<file path="config.mk">
export PLATFORM = sky130hd
export DESIGN_NAME = sram_controller_flat
export DESIGN_NICKNAME = d
export VERILOG_FILES = /design/src/rtl/sram_controller_if.sv /design/src/rtl/sram_controller.sv /design/src/flat_wrapper.sv
export SDC_FILE = /design/constraint.sdc
export NUM_CORES = 1
export LEC_CHECK = 0
export CELL_PAD_IN_SITES_DETAIL_PLACEMENT = 0
export CELL_PAD_IN_SITES_GLOBAL_PLACEMENT = 1
export CORE_UTILIZATION = 52
export CTS_CLUSTER_SIZE = 30
export DETAILED_ROUTE_END_ITERATION = 6
export DONT_BUFFER_PORTS = 1
export PLACE_DENSITY_LB_ADDON = 0.1
export SYNTH_ARGS = -nofsm -noshare
export SYNTH_HDL_FRONTEND = slang
export SYNTH_SLANG_ARGS = --single-unit
</file>
<file path="constraint.sdc">
create_clock -name clk -period 2.5 [get_ports clk]
set_input_delay 0.125 -clock clk [delete_from_list [all_inputs] [get_ports clk]]
set_output_delay 0.125 -clock clk [all_outputs]
set_load 0.1 [all_outputs]
</file>
<file path="src/rtl/sram_controller_if.sv">
// Memory-stage side of the SRAM bridge: request/handshake signals between the pipeline and the controller.
// The pipeline is the master and the controller is the slave.
interface sram_controller_if;
  logic        memoryReadEnabled;
  logic        memoryWriteEnabled;
  logic [31:0] address;
  logic [31:0] writeData;
  logic [31:0] readData;
  logic        ready;

  modport master (
    output memoryReadEnabled,
    output memoryWriteEnabled,
    output address,
    output writeData,
    input  readData,
    input  ready
  );

  modport slave (
    input  memoryReadEnabled,
    input  memoryWriteEnabled,
    input  address,
    input  writeData,
    output readData,
    output ready
  );
endinterface

</file>
<file path="src/rtl/sram_controller.sv">
// Bridges 32-bit pipeline loads/stores onto a 16-bit asynchronous SRAM as two timed half-word phases.
// ready stays low while an access is in flight so the pipeline freezes until DONE.
module sram_controller #(
  parameter int          SRAM_ADDR_WIDTH = 18,
  parameter int          WAIT_CYCLES     = 2,
  parameter logic [31:0] BASE_ADDR       = 32'd1024
) (
  input  logic                       clk,
  input  logic                       rst,
  sram_controller_if.slave           bus,
  output logic [SRAM_ADDR_WIDTH-1:0] sram_addr,
  output logic                       sram_we_n,
  output logic [15:0]                sram_dq_out,
  output logic                       sram_dq_oe,
  input  logic [15:0]                sram_dq_in
);

  localparam int WORD_W = SRAM_ADDR_WIDTH - 1;
  localparam int CNT_W  = (WAIT_CYCLES > 1) ? $clog2(WAIT_CYCLES) : 1;
  localparam logic [CNT_W-1:0] CNT_LAST = CNT_W'(WAIT_CYCLES - 1);

  typedef enum logic [2:0] {
    IDLE,
    RD_LO,
    RD_HI,
    WR_LO,
    WR_HI,
    DONE
  } state_t;

  state_t                      state_reg, state_next;
  logic [CNT_W-1:0]            cnt_reg, cnt_next;
  logic [WORD_W-1:0]           word_reg, word_next;
  logic [15:0]                 wdata_hi_reg, wdata_hi_next;
  logic [31:0]                 rdata_reg, rdata_next;
  logic [SRAM_ADDR_WIDTH-1:0]  sram_addr_reg, sram_addr_next;
  logic                        we_n_reg, we_n_next;
  logic [15:0]                 dq_out_reg, dq_out_next;
  logic                        dq_oe_reg, dq_oe_next;

  logic [31:0]                 addr_diff;
  logic [WORD_W-1:0]           req_word;
  logic                        addr_unused;
  logic                        phase_end;

  // Word index is the byte offset from BASE_ADDR divided by four; offsets below the base wrap.
  assign addr_diff   = bus.address - BASE_ADDR;
  assign req_word    = addr_diff[SRAM_ADDR_WIDTH:2];
  assign addr_unused = ^{addr_diff[31:SRAM_ADDR_WIDTH+1], addr_diff[1:0]};
  assign phase_end   = (cnt_reg == CNT_LAST);

  assign bus.ready = ((state_reg == IDLE) && !bus.memoryReadEnabled && !bus.memoryWriteEnabled)
                     || (state_reg == DONE);
  assign bus.readData = rdata_reg;

  assign sram_addr   = sram_addr_reg;
  assign sram_we_n   = we_n_reg;
  assign sram_dq_out = dq_out_reg;
  assign sram_dq_oe  = dq_oe_reg;

  always_ff @(posedge clk or negedge rst) begin
    if (!rst) begin
      state_reg     <= IDLE;
      cnt_reg       <= '0;
      word_reg      <= '0;
      wdata_hi_reg  <= '0;
      rdata_reg     <= '0;
      sram_addr_reg <= '0;
      we_n_reg      <= 1'b1;
      dq_out_reg    <= '0;
      dq_oe_reg     <= 1'b0;
    end else begin
      state_reg     <= state_next;
      cnt_reg       <= cnt_next;
      word_reg      <= word_next;
      wdata_hi_reg  <= wdata_hi_next;
      rdata_reg     <= rdata_next;
      sram_addr_reg <= sram_addr_next;
      we_n_reg      <= we_n_next;
      dq_out_reg    <= dq_out_next;
      dq_oe_reg     <= dq_oe_next;
    end
  end

  // SRAM pins are computed for the state being entered so they are registered and
  // already valid during the first cycle of each phase.
  always_comb begin
    state_next     = state_reg;
    cnt_next       = cnt_reg;
    word_next      = word_reg;
    wdata_hi_next  = wdata_hi_reg;
    rdata_next     = rdata_reg;
    sram_addr_next = sram_addr_reg;
    we_n_next      = 1'b1;
    dq_out_next    = dq_out_reg;
    dq_oe_next     = 1'b0;

    case (state_reg)
      IDLE: begin
        if (bus.memoryWriteEnabled) begin
          state_next     = WR_LO;
          cnt_next       = '0;
          word_next      = req_word;
          wdata_hi_next  = bus.writeData[31:16];
          sram_addr_next = {req_word, 1'b0};
          dq_out_next    = bus.writeData[15:0];
          we_n_next      = 1'b0;
          dq_oe_next     = 1'b1;
        end else if (bus.memoryReadEnabled) begin
          state_next     = RD_LO;
          cnt_next       = '0;
          word_next      = req_word;
          sram_addr_next = {req_word, 1'b0};
        end
      end

      WR_LO: begin
        we_n_next  = 1'b0;
        dq_oe_next = 1'b1;
        if (phase_end) begin
          state_next     = WR_HI;
          cnt_next       = '0;
          sram_addr_next = {word_reg, 1'b1};
          dq_out_next    = wdata_hi_reg;
        end else begin
          cnt_next = cnt_reg + CNT_W'(1);
        end
      end

      WR_HI: begin
        // Strobe releases on the edge that enters DONE.
        if (phase_end) begin
          state_next = DONE;
          cnt_next   = '0;
        end else begin
          we_n_next  = 1'b0;
          dq_oe_next = 1'b1;
          cnt_next   = cnt_reg + CNT_W'(1);
        end
      end

      RD_LO: begin
        if (phase_end) begin
          state_next       = RD_HI;
          cnt_next         = '0;
          rdata_next[15:0] = sram_dq_in;
          sram_addr_next   = {word_reg, 1'b1};
        end else begin
          cnt_next = cnt_reg + CNT_W'(1);
        end
      end

      RD_HI: begin
        if (phase_end) begin
          state_next        = DONE;
          cnt_next          = '0;
          rdata_next[31:16] = sram_dq_in;
        end else begin
          cnt_next = cnt_reg + CNT_W'(1);
        end
      end

      DONE: begin
        state_next = IDLE;
      end

      default: begin
        state_next = IDLE;
        cnt_next   = '0;
      end
    endcase
  end

endmodule
</file>
<file path="src/flat_wrapper.sv">
// flat-port wrapper written by rule: the top's interface ports become plain ports
module sram_controller_flat 
#(
  parameter int          SRAM_ADDR_WIDTH = 18,
  parameter int          WAIT_CYCLES     = 2,
  parameter logic [31:0] BASE_ADDR       = 32'd1024
)
  (clk, rst, sram_addr, sram_we_n, sram_dq_out, sram_dq_oe, sram_dq_in, bus_memoryReadEnabled, bus_memoryWriteEnabled, bus_address, bus_writeData, bus_readData, bus_ready);
  sram_controller_if bus_i ();
  input  logic clk;
  input  logic rst;
  output logic [SRAM_ADDR_WIDTH-1:0] sram_addr;
  output logic sram_we_n;
  output logic [15:0] sram_dq_out;
  output logic sram_dq_oe;
  input  logic [15:0] sram_dq_in;
  input wire logic [$bits(bus_i.memoryReadEnabled)-1:0] bus_memoryReadEnabled;
  input wire logic [$bits(bus_i.memoryWriteEnabled)-1:0] bus_memoryWriteEnabled;
  input wire logic [$bits(bus_i.address)-1:0] bus_address;
  input wire logic [$bits(bus_i.writeData)-1:0] bus_writeData;
  output wire logic [$bits(bus_i.readData)-1:0] bus_readData;
  output wire logic [$bits(bus_i.ready)-1:0] bus_ready;
  assign bus_i.memoryReadEnabled = bus_memoryReadEnabled;
  assign bus_i.memoryWriteEnabled = bus_memoryWriteEnabled;
  assign bus_i.address = bus_address;
  assign bus_i.writeData = bus_writeData;
  assign bus_readData = bus_i.readData;
  assign bus_ready = bus_i.ready;
  sram_controller #(.SRAM_ADDR_WIDTH(SRAM_ADDR_WIDTH), .WAIT_CYCLES(WAIT_CYCLES), .BASE_ADDR(BASE_ADDR)) u_core (.clk(clk), .rst(rst), .bus(bus_i), .sram_addr(sram_addr), .sram_we_n(sram_we_n), .sram_dq_out(sram_dq_out), .sram_dq_oe(sram_dq_oe), .sram_dq_in(sram_dq_in));
endmodule
</file>
# Yosys cells after proc, flatten, opt, wreduce, memory -nomap -nowiden

Cells that the tools add are included.

Bits in registers: 105
Latch bits: 0
Bits in writable memories: 0
ROM bits: 0
Input bits: 84
Output and inout bits: 69
Logic and storage cells: 69
Memories: 0

Add/subtract/negate cells: 2
$mul: 0
Divide/modulo/power cells: 0
Order comparisons: 0
Eq/ne operators: 11
Shift-type cells: 0
Muxes and demuxes: 25
Bitwise operators: 1
Reduce and logical (&&, ||, !) cells: 20

Operators by type and width:

| kind                                                                  | count |
|---|---|
| 18-bit two-way mux                                                    | 3 |
| 18-bit case mux with 2 select lines                                   | 1 |
| 17-bit two-way mux                                                    | 2 |
| 16-bit two-way mux                                                    | 2 |
| 16-bit case mux with 2 select lines                                   | 1 |
| 19-bit by 11-bit subtractor with 19-bit output, second input constant | 1 |
| 3-bit two-way mux                                                     | 5 |
| 3-bit case mux with 4 select lines                                    | 1 |
| 2-bit AND reduction                                                   | 5 |
| 1-bit case mux with 3 select lines                                    | 3 |
| 2-bit by 1-bit != test with 1-bit output, second input constant       | 4 |
| 1-bit two-way mux                                                     | 7 |
| 3-bit by 2-bit == test with 1-bit output, second input constant       | 2 |
| 3-bit == test, second input constant                                  | 2 |
| 3-bit AND reduction                                                   | 2 |
| 2-bit nonzero test                                                    | 3 |
| 4-bit AND reduction                                                   | 1 |
| 2-bit OR reduction                                                    | 2 |
| 4-bit OR reduction                                                    | 1 |
| 3-bit by 1-bit == test with 1-bit output, second input constant       | 1 |
| 3-bit logical NOT                                                     | 1 |
| 3-bit != test, second input constant                                  | 1 |
| 1-bit logical AND                                                     | 2 |
| 1-bit logical NOT                                                     | 2 |
| 4 further kinds                                                       | 4 |

# Depth between registers and ports, before layout

Depth in word-level cells: 4
Gate-level depth with buffers: 7
Gate-level depth less buffers: 6

# Worst setup path before layout

Ideal clock, no wire load.

Kind: reg2reg
Start point: reg u_core.state_reg[0]
End point: reg u_core.cnt_reg
Setup time: 0.083 ns
Data arrival time: 2.735 ns
Data required time: 2.417 ns
Path slack: -0.318 ns
Stages on the path, launching flop included: 6
Buffers on the path: 1
Clock period less this slack: 2.818 ns
Cells stage by stage: dfrtp_1 buf_4 or4_1 a21oi_1 nand2_1 o21ai_0

Word-level cells in the longest chain between the ends: 3
Elaborated cells on any way between the ends: 11
Those cells by class: 6 x eq/ne; 1 x mux; 1 x bitwise; 3 x reduce/logical

RTL lines:

| item                                                                      | RTL line              | source |
|---|---|---|
| start: declaration                                                        | sram_controller.sv:31 | `state_t state_reg, state_next;` |
| start signal: assignment                                                  | sram_controller.sv:73 | `state_reg <= state_next;` |
| 3-bit by 2-bit == test with 1-bit output, or another cell as far along    | sram_controller.sv:98 | `case (state_reg)` |
| 4-bit OR reduction (no line), or another cell as far along                | --                    |  |
| 1-bit case mux with 3 select lines or 2-bit AND reduction (tied branches) | --                    |  |
| end signal: assignment                                                    | sram_controller.sv:74 | `cnt_reg <= cnt_next;` |
| end: declaration                                                          | sram_controller.sv:32 | `logic [CNT_W-1:0] cnt_reg, cnt_next;` |

Several ways; a longest one is shown, not always the timed one.
A chain may end at the register's enable or synchronous reset.

# Final worst setup path

Start point: reg u_core.state_reg[0]
End point: out bus_ready

Word-level cells in the longest chain between the ends: 4
Elaborated cells on any way between the ends: 5
Those cells by class: 1 x eq/ne; 4 x reduce/logical

RTL lines:

| item                           | RTL line              | source |
|---|---|---|
| 3-bit logical NOT              | sram_controller.sv:52 | `assign bus.ready = ((state_reg == IDLE) && !bus.memoryReadEnabled && !bus.memoryWriteEnabled)` |
| 1-bit logical AND (2 in a row) | sram_controller.sv:52 |  |
| 1-bit logical OR *             | sram_controller.sv:53 | `\|\| (state_reg == DONE);` |
| end: declaration               | flat_wrapper.sv:22    | `output wire logic [$bits(bus_i.ready)-1:0] bus_ready;` |

Mark *: on every way between the ends. The rest lies on a longest branch, timed or not.

==> out/results.ini <==
[clock_network]
hold_buffers = 63
clk_pin_slew_worst_paths_ns = 0.11
htree_num_levels = 3
post_cts_buffers = 0
cts_tree = yes
cts.repair.resized = 0
insertion_delay_ns = 0.37
cts_sinks = 105
cts_buffers = 9
cts_root_buffer = clkbuf_8
clk_path_buf_depth = 2

[synthesis]
synth_cell_types = 45
syn_nets = 463
synth_top_family_by_area = multiplexers
synth_edf_count = 0
netlist_area_um2 = 4580
synth_adder_area_share = 0.00273
ys_warn_count = 0
synth-simple-area-share = 0.114
synth_mux_area_frac = 0.192
synth-main-ff-cell = dfrtp_1
synth_compound_gate_area_share = 0.0672
synthArstFlopShare = 1.00
yosysSeqAreaShare = 0.574
syn_area_per_cell_um2 = 12.1
synth_xor_area_frac = 0.0153
ys_seq_elements = 105
synthCells = 378

[global_route]
grt_max_degree = 106
grt_pass1_vias = 3176
grt_busiest_layer = met2
met3_usage = 0.0671
grt_pass1_wl_mm = 15.0
antenna_found_initial = 0
grt_overflow = 0
gr-usage-met1 = 0.258
grtUsageTotal = 0.217
grt.met2_usage = 0.370

[floorplanning]
start_util = 0.546
die_w_um = 95.8
io_pins = 153
die-height_um = 95.8
die_area_um2 = 9180
placementRows = 33
core_region_area_um2 = 8380

[timing]
fin_crit_sh = 0.843
setup_viol = 0
whs_ns = -0.570
grt_setup_unrepaired = false
hold_viol = 105
fin_skew_ns = 0.0133
worstMarginPinSlew_ns = 0.935
max-slew-margin-rel = 0.377
maxSlewViolCount = 0
fin_crit_ns = 2.11
final.setup.tns_ns = 0
fmax_ghz = 0.474

[critical_path]
cpPeakStageDelay_ns = 0.56
worstRegToRegCells = 7
path_max_fanout = 18
cp_common_cell = buf_4
critPathTopFamily = simple AND/OR/NAND/NOR gates
cpMaxStageDelayCell = or4_1
cp.buffers_inverters = 2
reg2reg_slack_ns = 0.67
end_kind = primary output
arrival_ns = 1.98
timing.rr.end = u_core.sram_dq_out[1]
crit_required_ns = 2.38
criticalPathCategory = reg -> out
crit_path_start_kind = flip-flop
worstPathCellList = buf_4 > or4_1 > a21oi_2 > buf_4
r2r-start = u_core.state_reg[2]

[place]
portBuffers = 0
gp_congestion = 0.712
dp_hpwl_mm = 6.13

[routing]
routedWlPerCell_um = 16.6
dr.first_iter.drc_count = 66
drt-total-wl_mm = 9.46
drt-pass1-iter-count = 4
viasPerCell = 5.40
vias = 3081
drcViolationCount = 0
postRouteAntennaNets = 0

[layout]
nFillCells = 649
syn_to_final_growth_pct = 23.2
mostFrequentLayoutCells = dfrtp_1 (104), nand2_1 (82), dlygate4sd3_1 (63), mux2_2 (42), buf_4 (31)
num_antenna_cells = 0
final_common_cell = dfrtp_1
largest_reg_flops = 32
nets = 546
drive_gt1_frac = 0.240

[run]
cap_violations = 0

[outcome]
violations = hold timing
status = finished, violations left

[hold_path]
hp-class = in -> async

## per-stage QoR
| step | utilization | worst slack (ns) | area [µm²] | std cells | hold WS (ns) |
|---|---|---|---|---|---|
| global placement | 0.575 | 0.683 | 4820 | 492 | -0.169 |
| finish | 0.673 | 0.391 | 5640 | 571 | -0.570 |
| global route | 0.673 | 0.256 | 5640 | 571 | -0.607 |
| detailed placement | 0.575 | 0.654 | 4820 | 492 | -0.169 |
| floorplan | - | 0.246 | 4580 | 378 | -0.171 |
| CTS | 0.673 | 0.376 | 5640 | 571 | -0.587 |
## kinds of logic after synthesis
group | after synthesis
compound gates | 50
xor+xnor | 8
fa+ha+maj | 1
buf+inv | 25
flops | 105
mux | 77
simple gates | 112
## worst max path at each step
stage	from	endpoint	slack [ns]	cells past startpoint
2_1_floorplan	u_core.state_reg[0]	u_core.cnt_reg	0.25	5
6_report	u_core.state_reg[0]	bus_ready	0.39	4
5_1_grt	u_core.state_reg[0]	bus_ready	0.26	4
3_5_place_dp	u_core.state_reg[2]	u_core.sram_dq_out[1]	0.65	7
3_3_place_gp	u_core.state_reg[2]	u_core.bus.readData[16]	0.68	4
4_1_cts	u_core.state_reg[0]	bus_ready	0.38	4
## layer usage
metal,vias up,part of all wire
met5,-,0
met4,0,0.015
met3,14,0.075
met2,98,0.50
met1,1503,0.41
li1,1466,-
## cell type report
| class | count | area (µm²) | share of cell area |
|---|---|---|---|
| clock inverters | 7 | 71.3 | 0.0126 |
| inverters | 3 | 11.3 | 0.00200 |
| flip-flops and latches | 105 | 2630 | 0.466 |
| clock buffers | 9 | 124 | 0.0220 |
| well taps | 105 | 131 | 0.0233 |
| repair buffers | 94 | 863 | 0.153 |
| multi-input cells | 248 | 1810 | 0.321 |
## cells in the mapped netlist, types with 2 or more instances
cell      instances  area [µm²]
buf_4             5        37.5
a21oi_1           4        20.0
o21ai_1          15        75.1
mux2_4            9         135
mux2_1           10         113
nor2_1            8        30.0
o31a_1            2        17.5
xnor2_1           6        52.6
o211ai_1          3        22.5
a211oi_1          2        15.0
nand2_1          82         308
inv_1             2        7.51
clkbuf_1          6        22.5
buf_2             5        25.0
mux2_2           42         473
xor2_1            2        17.5
nand4_1           4        25.0
or4_1             2        15.0
buf_6             5        56.3
mux2i_1          16         160
dfrtp_1         104        2600
nor2_4            2        22.5
nor2b_1           2        12.5
nor3_1            2        10.0
o21ai_0          18        90.1
## worst register-to-register path, delay by kind of cell, from the launching register on
| family | cells | cell delay, ns |
|---|---|---|
| buffers and inverters | 3 | 0.74 |
| flip-flops | 1 | 0.52 |
| AND/OR/NAND/NOR | 2 | 0.33 |
| AO/OA/AOI/OAI | 2 | 0.13 |
Power is left out: the tool's default activity adds up to more than one toggle a clock period on the data nets, which glitch-free logic cannot reach.
